$ cat config.mk
export PLATFORM = sky130hd
export DESIGN_NAME = emaxi_single
export DESIGN_NICKNAME = d
export VERILOG_FILES = /design/src/rtl/emaxi_single.sv
export SDC_FILE = /design/constraint.sdc
export NUM_CORES = 1
export LEC_CHECK = 0
export CAP_MARGIN = 20
export CORE_AREA = 2 2 184 186
export DETAILED_ROUTE_END_ITERATION = 6
export DIE_AREA = 0 0 186 188
export PLACE_DENSITY = 0.63
export SKIP_LAST_GASP = 1
export SYNTH_ARGS = -nofsm -noshare
export SYNTH_HDL_FRONTEND = slang
export SYNTH_SLANG_ARGS = --single-unit
$ cat constraint.sdc
create_clock -name clk -period 1.4 [get_ports clk]
set_input_delay 0.28 -clock clk [delete_from_list [all_inputs] [get_ports clk]]
set_output_delay 0.28 -clock clk [all_outputs]
set_load 0.05 [all_outputs]
$ cat src/rtl/emaxi_single.sv
// Emesh-to-AXI4 single-beat master bridge: posted writes, and reads whose data
// comes back to the emesh fabric as read-response packets.
module emaxi_single #(
    parameter int AW = 32,
    parameter int PW = 2*AW+40
) (
    input  logic          clk,
    input  logic          nreset,
    input  logic          wr_access,
    input  logic [PW-1:0] wr_packet,
    output logic          wr_wait,
    input  logic          rd_access,
    input  logic [PW-1:0] rd_packet,
    output logic          rd_wait,
    output logic          rr_access,
    output logic [PW-1:0] rr_packet,
    input  logic          rr_wait,
    output logic [31:0]   m_axi_awaddr,
    output logic [2:0]    m_axi_awsize,
    output logic          m_axi_awvalid,
    input  logic          m_axi_awready,
    output logic [31:0]   m_axi_wdata,
    output logic [3:0]    m_axi_wstrb,
    output logic          m_axi_wlast,
    output logic          m_axi_wvalid,
    input  logic          m_axi_wready,
    input  logic [1:0]    m_axi_bresp,
    input  logic          m_axi_bvalid,
    output logic          m_axi_bready,
    output logic [31:0]   m_axi_araddr,
    output logic [2:0]    m_axi_arsize,
    output logic          m_axi_arvalid,
    input  logic          m_axi_arready,
    input  logic [31:0]   m_axi_rdata,
    input  logic [1:0]    m_axi_rresp,
    input  logic          m_axi_rvalid,
    output logic          m_axi_rready,
    output logic          axi_err
);

    typedef enum logic [1:0] {W_IDLE, W_SEND, W_RESP} wstate_t;
    typedef enum logic [1:0] {R_IDLE, R_ADDR, R_DATA, R_RESP} rstate_t;

    function automatic logic [2:0] size_of(input logic [1:0] dm);
        return (dm == 2'd3) ? 3'd2 : {1'b0, dm};
    endfunction

    function automatic logic [3:0] strb_of(input logic [1:0] dm, input logic [1:0] off);
        case (dm)
            2'd0:    return 4'b0001 << off;
            2'd1:    return 4'b0011 << {off[1], 1'b0};
            default: return 4'hF;
        endcase
    endfunction

    function automatic logic [31:0] wdata_of(input logic [1:0] dm, input logic [31:0] d);
        case (dm)
            2'd0:    return {4{d[7:0]}};
            2'd1:    return {2{d[15:0]}};
            default: return d;
        endcase
    endfunction

    // Bring the addressed lane down to bit 0 and clear everything above the access size.
    function automatic logic [31:0] rdata_of(input logic [1:0] dm, input logic [1:0] off,
                                             input logic [31:0] d);
        logic [31:0] s;
        s = d >> {off, 3'b000};
        case (dm)
            2'd0:    return {24'h0, s[7:0]};
            2'd1:    return {16'h0, s[15:0]};
            default: return s;
        endcase
    endfunction

    // ---------------- write path ----------------
    wstate_t     wstate_q, wstate_d;
    logic        aw_done_q, aw_done_d;
    logic        w_done_q, w_done_d;
    logic        wr_accept;
    logic [31:0] awaddr_q, wdata_q;
    logic [2:0]  awsize_q;
    logic [3:0]  wstrb_q;

    always_comb begin
        wstate_d      = wstate_q;
        aw_done_d     = aw_done_q;
        w_done_d      = w_done_q;
        wr_accept     = 1'b0;
        m_axi_awvalid = 1'b0;
        m_axi_wvalid  = 1'b0;
        m_axi_bready  = 1'b0;
        case (wstate_q)
            W_IDLE: begin
                if (wr_access) begin
                    wr_accept = 1'b1;
                    aw_done_d = 1'b0;
                    w_done_d  = 1'b0;
                    wstate_d  = W_SEND;
                end
            end
            W_SEND: begin
                m_axi_awvalid = !aw_done_q;
                m_axi_wvalid  = !w_done_q;
                if (m_axi_awvalid && m_axi_awready) aw_done_d = 1'b1;
                if (m_axi_wvalid && m_axi_wready)   w_done_d  = 1'b1;
                if (aw_done_d && w_done_d)          wstate_d  = W_RESP;
            end
            W_RESP: begin
                m_axi_bready = 1'b1;
                if (m_axi_bvalid) wstate_d = W_IDLE;
            end
            default: wstate_d = W_IDLE;
        endcase
    end

    always_ff @(posedge clk or negedge nreset) begin
        if (!nreset) begin
            wstate_q  <= W_IDLE;
            aw_done_q <= 1'b0;
            w_done_q  <= 1'b0;
            awaddr_q  <= '0;
            awsize_q  <= '0;
            wdata_q   <= '0;
            wstrb_q   <= '0;
        end else begin
            wstate_q  <= wstate_d;
            aw_done_q <= aw_done_d;
            w_done_q  <= w_done_d;
            if (wr_accept) begin
                awaddr_q <= wr_packet[39:8];
                awsize_q <= size_of(wr_packet[2:1]);
                wdata_q  <= wdata_of(wr_packet[2:1], wr_packet[71:40]);
                wstrb_q  <= strb_of(wr_packet[2:1], wr_packet[9:8]);
            end
        end
    end

    assign wr_wait      = (wstate_q != W_IDLE);
    assign m_axi_awaddr = awaddr_q;
    assign m_axi_awsize = awsize_q;
    assign m_axi_wdata  = wdata_q;
    assign m_axi_wstrb  = wstrb_q;
    assign m_axi_wlast  = 1'b1;

    // ---------------- read path ----------------
    rstate_t     rstate_q, rstate_d;
    logic        rd_accept, r_fire;
    logic [1:0]  rd_dm_q;
    logic [4:0]  rd_ctrl_q;
    logic [31:0] rd_dst_q, rd_src_q, rr_data_q;

    always_comb begin
        rstate_d      = rstate_q;
        rd_accept     = 1'b0;
        m_axi_arvalid = 1'b0;
        m_axi_rready  = 1'b0;
        rr_access     = 1'b0;
        case (rstate_q)
            R_IDLE: begin
                if (rd_access) begin
                    rd_accept = 1'b1;
                    rstate_d  = R_ADDR;
                end
            end
            R_ADDR: begin
                m_axi_arvalid = 1'b1;
                if (m_axi_arready) rstate_d = R_DATA;
            end
            R_DATA: begin
                m_axi_rready = 1'b1;
                if (m_axi_rvalid) rstate_d = R_RESP;
            end
            R_RESP: begin
                rr_access = 1'b1;
                if (!rr_wait) rstate_d = R_IDLE;
            end
            default: rstate_d = R_IDLE;
        endcase
    end

    assign r_fire = m_axi_rvalid && m_axi_rready;

    always_ff @(posedge clk or negedge nreset) begin
        if (!nreset) begin
            rstate_q  <= R_IDLE;
            rd_dm_q   <= '0;
            rd_ctrl_q <= '0;
            rd_dst_q  <= '0;
            rd_src_q  <= '0;
            rr_data_q <= '0;
        end else begin
            rstate_q <= rstate_d;
            if (rd_accept) begin
                rd_dm_q   <= rd_packet[2:1];
                rd_ctrl_q <= rd_packet[7:3];
                rd_dst_q  <= rd_packet[39:8];
                rd_src_q  <= rd_packet[103:72];
            end
            if (r_fire) rr_data_q <= rdata_of(rd_dm_q, rd_dst_q[1:0], m_axi_rdata);
        end
    end

    assign rd_wait      = (rstate_q != R_IDLE);
    assign m_axi_araddr = rd_dst_q;
    assign m_axi_arsize = size_of(rd_dm_q);
    // Response returns to the requester: addresses swap, write bit marks it as a response.
    assign rr_packet    = {rd_dst_q, rr_data_q, rd_src_q, rd_ctrl_q, rd_dm_q, 1'b1};

    // ---------------- sticky error ----------------
    logic err_q;
    always_ff @(posedge clk or negedge nreset) begin
        if (!nreset) begin
            err_q <= 1'b0;
        end else if ((m_axi_bvalid && m_axi_bready && m_axi_bresp[1]) ||
                     (r_fire && m_axi_rresp[1])) begin
            err_q <= 1'b1;
        end
    end
    assign axi_err = err_q;

    logic unused_ok;
    assign unused_ok = ^{wr_packet[103:72], wr_packet[7:3], wr_packet[0],
                         rd_packet[71:40], rd_packet[0], m_axi_bresp[0], m_axi_rresp[0]};

endmodule

==> results by group <==
Floorplanning
  – Core box area: 33100 sq um
  – Die ar.: 35000 sq um
  – Die Span Y: 188 microns
  – Die X: 186 microns
  – # IOs: 474
  – Cell Rows: 67
  – Starting Density: 0.236

Critical path
  – R2r endpoint: m_axi_araddr[20]$_DFFE_PN0P_
  – Kind of critical path: flop to output port
  – Worst r2r path cells: 8
  – Crit Path Max Fanout: 2
  – Worst reg2reg startpoint: rstate_q[0]$_DFFE_PN0P_
  – Crit end category: output port
  – R2r setup slk: -0.28 ns
  – WP data arrival: 1.50 ns
  – CP required: 1.12 ns
  – Startpoint Class: flop

Placed design
  – HPWL after DPL: 20900 microns
  – IO buf count: 396
  – Final Wtd Congestion: 0.785
  – Setup slack at placement: -0.475 ns

Run status
  – Failing checks: setup timing
  – Status: finished with violations

CTS
  – CTS tree: done
  – Clk slew on worst S/H paths: 0.08 ns
  – CTS H-Tree Depth: 4
  – Total CTS buffers: 17
  – CTS Root Cell: clkbuf_16
  – Clk sinks: 180
  – Clock Path Buffers: 2
  – Clock Latency Late Sink: 0.44 ns

Synth
  – Commonest register cell after synthesis: dfrtp_1
  – Ys Warns: 0
  – #FFs+latches synth: 180
  – Synth Instances: 590
  – Cell variety after synth: 33
  – Post-synth ARST share: 1.00
  – Post-synth EDFFs: 0
  – Register area share after synthesis: 0.577
  – Mapped Avg Cell Area: 13.2 sq um
  – Mapped cell area: 7800 sq um

GRT
  – Vias in the first global route: 7369
  – First-pass GRT wire length: 45200 microns
  – Global-route usage over all layers: 0.173
  – Total congestion overflow: 0
  – Initial antenna violation count: 0
  – Largest net degree at the start of global routing: 38

Worst hold path
  – Hold crit path type: input pin to asynchronous set/reset pin

STA
  – Fmax achieved: 562 MHz
  – Setup slack after layout: -0.380 ns
  – Worst clock skew: 0.00943 ns
  – Tmin final: 1.78 ns
  – RSZ-0062 raised after global routing: yes
  – Final-report hold violation count: 0
  – Final Cycle Share: 1.27
  – Final Setup Violations: 191
  – Slew Limit Fails: 0

Detailed routing
  – Initial DRC count: 210
  – Total wire length: 30400 microns
  – Drt wl/cell: 20.0 microns
  – Via count: 6609
  – Final ANT Viol Nets: 0
  – Drt first pass iters: 4
  – Post-DR vias/cell: 4.34
  – # DRC: 0

Finish
  – Fin nets: 1320
  – Area growth, synth to finish: 121%
  – Share of cells above drive strength 1: 0.557
  – ANT cells: 0

Pwr
  – Power Dens Cells: 2990 nW/um^2
  – VDD IR-drop max: 0.00168 V
  – Power after layout: 51.7 mW
  – Pleak: 7.69 nW

Flow run
  – Max Cap Viol: 0
==> layer usage <==
layer,vias up,global-route usage,share of wire
met3,34,0.0451,0.061
met1,3350,0.206,0.39
li1,2985,-,-
met5,-,0,0
met2,240,0.305,0.53
met4,0,0.0518,0.019
==> critical path, cell delays in order (launching register included) <==
cell and delay [ns]:
dfrtp_1 0.39, inv_2 0.10, ha_4 0.14, buf_6 0.10
clkinvlp_4 0.08, buf_6 0.12, buf_12 0.14
==> cells by family after synthesis <==
logic type | count (synthesis) | synth area share
DFF | 180 | 0.577
muxes | 170 | 0.237
AOI/OAI and AO/OA | 80 | 0.0644
and+or+nand+nor | 80 | 0.0516
buffers and inverters | 74 | 0.0620
adders and majority gates | 4 | 0.00641
other | 2 | 0.000962
==> repair_timing <==
action / in CTS / in global routing
pin swaps: 18 / 9
resized for setup: 174 / 128
hold buffers: 1 / 0
hold endpoints to repair: 24 / 0
endpoints found under the setup margin: 189 / 230
setup buffers: 35 / 9
cloned: 20 / 1
==> synthesized netlist by cell type (all sizes together) (2+ instances only) <==
| cell | instances | area (sq um) |
|---|---|---|
| o21ai | 25 | 125 |
| mux2 | 121 | 1360 |
| nand3 | 2 | 10.0 |
| nor2b | 3 | 18.8 |
| inv | 6 | 22.5 |
| nand3b | 9 | 67.6 |
| or2 | 3 | 18.8 |
| nor2 | 29 | 121 |
| conb | 2 | 7.51 |
| o221ai | 8 | 70.1 |
| buf | 60 | 432 |
| nand2b | 4 | 25.0 |
| clkbuf | 8 | 30.0 |
| a21oi | 26 | 130 |
| nand2 | 28 | 108 |
| dfrtp | 180 | 4500 |
| a22o | 16 | 140 |
| ha | 4 | 50.1 |
| mux2i | 49 | 490 |
==> stage by stage <==
step	instance area (sq um)	instances	setup TNS [ns]	utilization	hold slack [ns]
detailed placement	14700	1433	-55.10	0.444	0.241
CTS	16900	1521	-43.18	0.509	0.310
finish	17300	1523	-33.54	0.522	0.354
global route	17300	1523	-45.24	0.522	0.353
floorplan	7930	592	-6.25	-	-0.0156
global placement	14700	1433	-50.83	0.444	0.241
==> sequential cells by signal, indices dropped and copies added, names as in the netlist, 4 cells and up <==
name	cells
rd_ctrl_q	5
m_axi_araddr	32
rd_src_q	32
m_axi_wstrb	4
m_axi_awaddr	32
rr_data_q	32
m_axi_wdata	32
==> worst max path at each step <==
| stage | startpoint | endpoint | slack, ns |
|---|---|---|---|
| after CTS | rstate_q[0]$_DFFE_PN0P_ | rd_wait | -0.43 |
| after floorplan | rstate_q[1]$_DFFE_PN0P_ | rstate_q[1]$_DFFE_PN0P_ | -0.23 |
| after global placement | wr_access | m_axi_wdata[26]$_DFFE_PN0P_ | -0.46 |
| after detailed placement | wr_access | m_axi_awaddr[9]$_DFFE_PN0P_ | -0.47 |
| after global routing | rstate_q[0]$_DFFE_PN0P_ | rd_wait | -0.46 |
| final | rstate_q[0]$_DFFE_PN0P_ | rd_wait | -0.38 |
==> placed cells by master (no fill, tap or decap), types with 2 or more instances in the layout <==
master	synthesis	final
or2_4	0	2
clkdlybuf4s50_1	0	179
buf_4	45	45
inv_2	0	2
nand2_8	0	2
o21ai_0	25	16
a22o_1	16	16
buf_16	0	17
dfrtp_1	180	150
inv_8	0	2
inv_6	0	2
mux2i_1	49	49
clkbuf_16	0	18
buf_12	0	244
nor2_1	26	6
buf_8	0	7
o221ai_2	0	8
clkbuf_8	0	2
nor2_2	2	5
nor2_4	1	18
mux2_2	108	14
nand3_1	2	2
clkinv_4	0	2
inv_1	6	3
dfrtp_2	0	30
nand2_1	27	26
a21oi_1	26	6
nand2b_1	4	3
ha_4	0	4
mux2_4	0	107
o21ai_2	0	8
a21oi_2	0	20
nand3b_1	9	9
clkinvlp_4	0	7
conb_1	2	4
nor2b_4	0	2
buf_6	3	22
==> power breakdown <==
part           total (mW)  switching [mW]  internal (mW)  leakage (nW)
registers            11.3            3.47           7.84          2.12
logic                35.7            16.9           18.8          5.31
clock network        4.65            2.28           2.37         0.258
total                51.7            22.7           29.0          7.69
==> area by class of cell <==
cell class / instances / area [sq um]
inverter: 6 / 26.3
clock inverter: 14 / 124
sequential: 180 / 4540
timing repair buffer: 518 / 7920
tap: 448 / 561
multi-input combinational: 339 / 3660
clock buffer: 18 / 439
fill: 2731 / 15800
(Power assumes the default switching activity.)
==> RTL edit, RTL diff (same settings) <==
The 4 states of `rstate_t` get a one-hot encoding in 4 bits.
--- a/src/rtl/emaxi_single.sv
+++ b/src/rtl/emaxi_single.sv
@@ -39,7 +39,7 @@
 );
 
     typedef enum logic [1:0] {W_IDLE, W_SEND, W_RESP} wstate_t;
-    typedef enum logic [1:0] {R_IDLE, R_ADDR, R_DATA, R_RESP} rstate_t;
+    typedef enum logic [3:0] {R_IDLE = 4'b0001, R_ADDR = 4'b0010, R_DATA = 4'b0100, R_RESP = 4'b1000} rstate_t;
 
     function automatic logic [2:0] size_of(input logic [1:0] dm);
         return (dm == 2'd3) ? 3'd2 : {1'b0, dm};
Behaviour: no difference found for any inputs over 4 cycles, from zero or initial values and one cycle with nreset low; so few cycles prove little.
==> RTL edit against the unedited design <==
- power fell by 0.11%
- area after synthesis rose by 8.0%
- global-route usage fell by 0.072 points
- worst setup slack got worse by 70 ps
- clock skew rose by 8.6 ps
- highest routed layer unchanged
- critical endpoint is now m_axi_arvalid
- sequential share of layout area fell by 0.11 points
- wire length fell by 0.35%
- sequential cell count rose by 2
- design area rose by 1.5%
- the flow still finishes with violations (negative setup slack)
- core utilization rose by 0.79 points
==> RTL edit: results <==
status:
  status: "finished with violations"
  violations: "negative setup slack"
place:
  gp_congestion: 0.803
  placedCellCount: 1471
  hpwl_mm: 21.5
  port_buffers: 396
power_and_ir_drop:
  ir_drop_uv: 1640
  p_leak_nw: 8.00
  p_sw_share_pct: 43.4
logic_synthesis:
  netlist.area_leader.share_pct: 53.7
  ys_types: 42
  synth.top_cells.by_area: "dfrtp_1 54%, mux2_4 15%, mux2_2 7.2%, mux2i_1 6.7%, buf_4 3.7%"
  synthArstFlopShare_pct: 100
  synth_top_cells_by_count: "181 x dfrtp_1, 82 x mux2_4, 56 x mux2i_1, 54 x mux2_2, 42 x buf_4"
  yosysSeqAreaShare_pct: 54.1
  synthCells: 607
  synth-main-ff-cell: "dfrtp_1"
sta:
  setup_viol: 191
  slew_headroom_pct: 65.3
  clock_skew_ps: 18.0
  fin_ws_ps: -450
routing:
  drt_iter0_drc: 226
  vias_per_cell: 4.31
  vias: 6715
  wirelength_mm: 30.3
global_route:
  grt_start_max_net_pins: 43
  grt_pass1_wl_mm: 45.8
  grt_pass1_vias: 7365
  antenna_found_initial: 0
  grt.total_usage_pct: 17.3
layout:
  drive_gt1_share_pct: 56.5
  nets: 1350
  antenna_cells: 0
worst_setup_path:
  r2r.worst_path.cells: 6
  cp_max_fo: 3
  arrival_ps: 1570
clocking:
  cts-root-buf: "clkbuf_16"
RTL edit: worst max-delay path: stages, from the launching register on:
cell,delay [ps]
dfstp_2,400
buf_12,130
buf_6,110
nor4b_4,300
buf_12,190
RTL edit: stage by stage:
step                      cell area [µm²]  worst slack, ps  setup TNS, ps
after floorplan                      8560             -157         -10370
after global placement              15500             -452         -55200
after detailed placement            15500             -450         -56250
after CTS                           17100             -490         -42330
after global routing                17500             -506         -54530
final                               17500             -450         -43130
RTL edit: area by class of cell:
| type | count | area [µm²] |
|---|---|---|
| fillers | 2681 | 15600 |
| repair buffers | 543 | 7860 |
| flip-flops and latches | 182 | 4590 |
| multi-input cells | 347 | 3930 |
| well taps | 448 | 561 |
| clock buffers | 22 | 474 |
| clock inverters | 10 | 95.1 |
| inverters | 5 | 18.8 |
RTL edit: what timing repair did:
item / 4_1_cts / 5_1_grt
gates resized for setup: 112 / 124
buffers inserted: 35 / 19
setup endpoints to repair: 204 / 229
hold buffers: 1 / 0
pin swaps: 16 / 15
hold endpoints to repair: 32 / 0
gates cloned: 13 / 1
RTL edit: power by group through the flow:
| stage | Combinational, mW | Sequential [mW] | Clock (mW) |
|---|---|---|---|
| 3_5_place_dp | 32.3 | 11.3 | 0 |
| 2_1_floorplan | 8.86 | 18.0 | 0 |
| 5_1_grt | 36.4 | 11.8 | 5.20 |
| 4_1_cts | 34.6 | 11.4 | 4.97 |
| 3_3_place_gp | 32.1 | 11.2 | 0 |
| 6_report | 35.3 | 11.5 | 4.81 |
RTL edit: metal layers:
layer  global-route usage (%)  wire length, µm  vias to the layer above
li1                         -                -                     3078
met1                     21.7            12500                     3367
met2                     29.1            15300                      234
met3                     4.21             1800                       36
met4                     5.27              714                        0
met5                        0                0                        -
RTL edit: kinds of logic (layout without fill, tap and decap cells):
group | Yosys count | after routing | share of synthesized area, %
compound gates | 70 | 70 | 5.48
xor+xnor | 1 | 1 | 0.104
buf+inv | 80 | 580 | 6.53
flops | 182 | 182 | 54.1
mux | 192 | 192 | 28.5
other cells | 2 | 4 | 0.0891
simple gates | 80 | 80 | 5.27
RTL edit: path summary, 6_finish.rpt:
| check | start | end | slack [ps] |
|---|---|---|---|
| max reg2reg | rstate_q[2]$_DFFE_PN0P_ | m_axi_araddr[9]$_DFFE_PN0P_ | -290 |
| min reg2reg | rr_data_q[24]$_DFFE_PN0P_ | rr_data_q[24]$_DFFE_PN0P_ | 540 |
| min | nreset | m_axi_araddr[7]$_DFFE_PN0P_ | 350 |
| min in group clk | rr_wait | rstate_q[3]$_DFFE_PN0P_ | 430 |
| max | rstate_q[0]$_DFFE_PN1P_ | m_axi_arvalid | -450 |
| max in group asynchronous | nreset | m_axi_araddr[30]$_DFFE_PN0P_ | 460 |
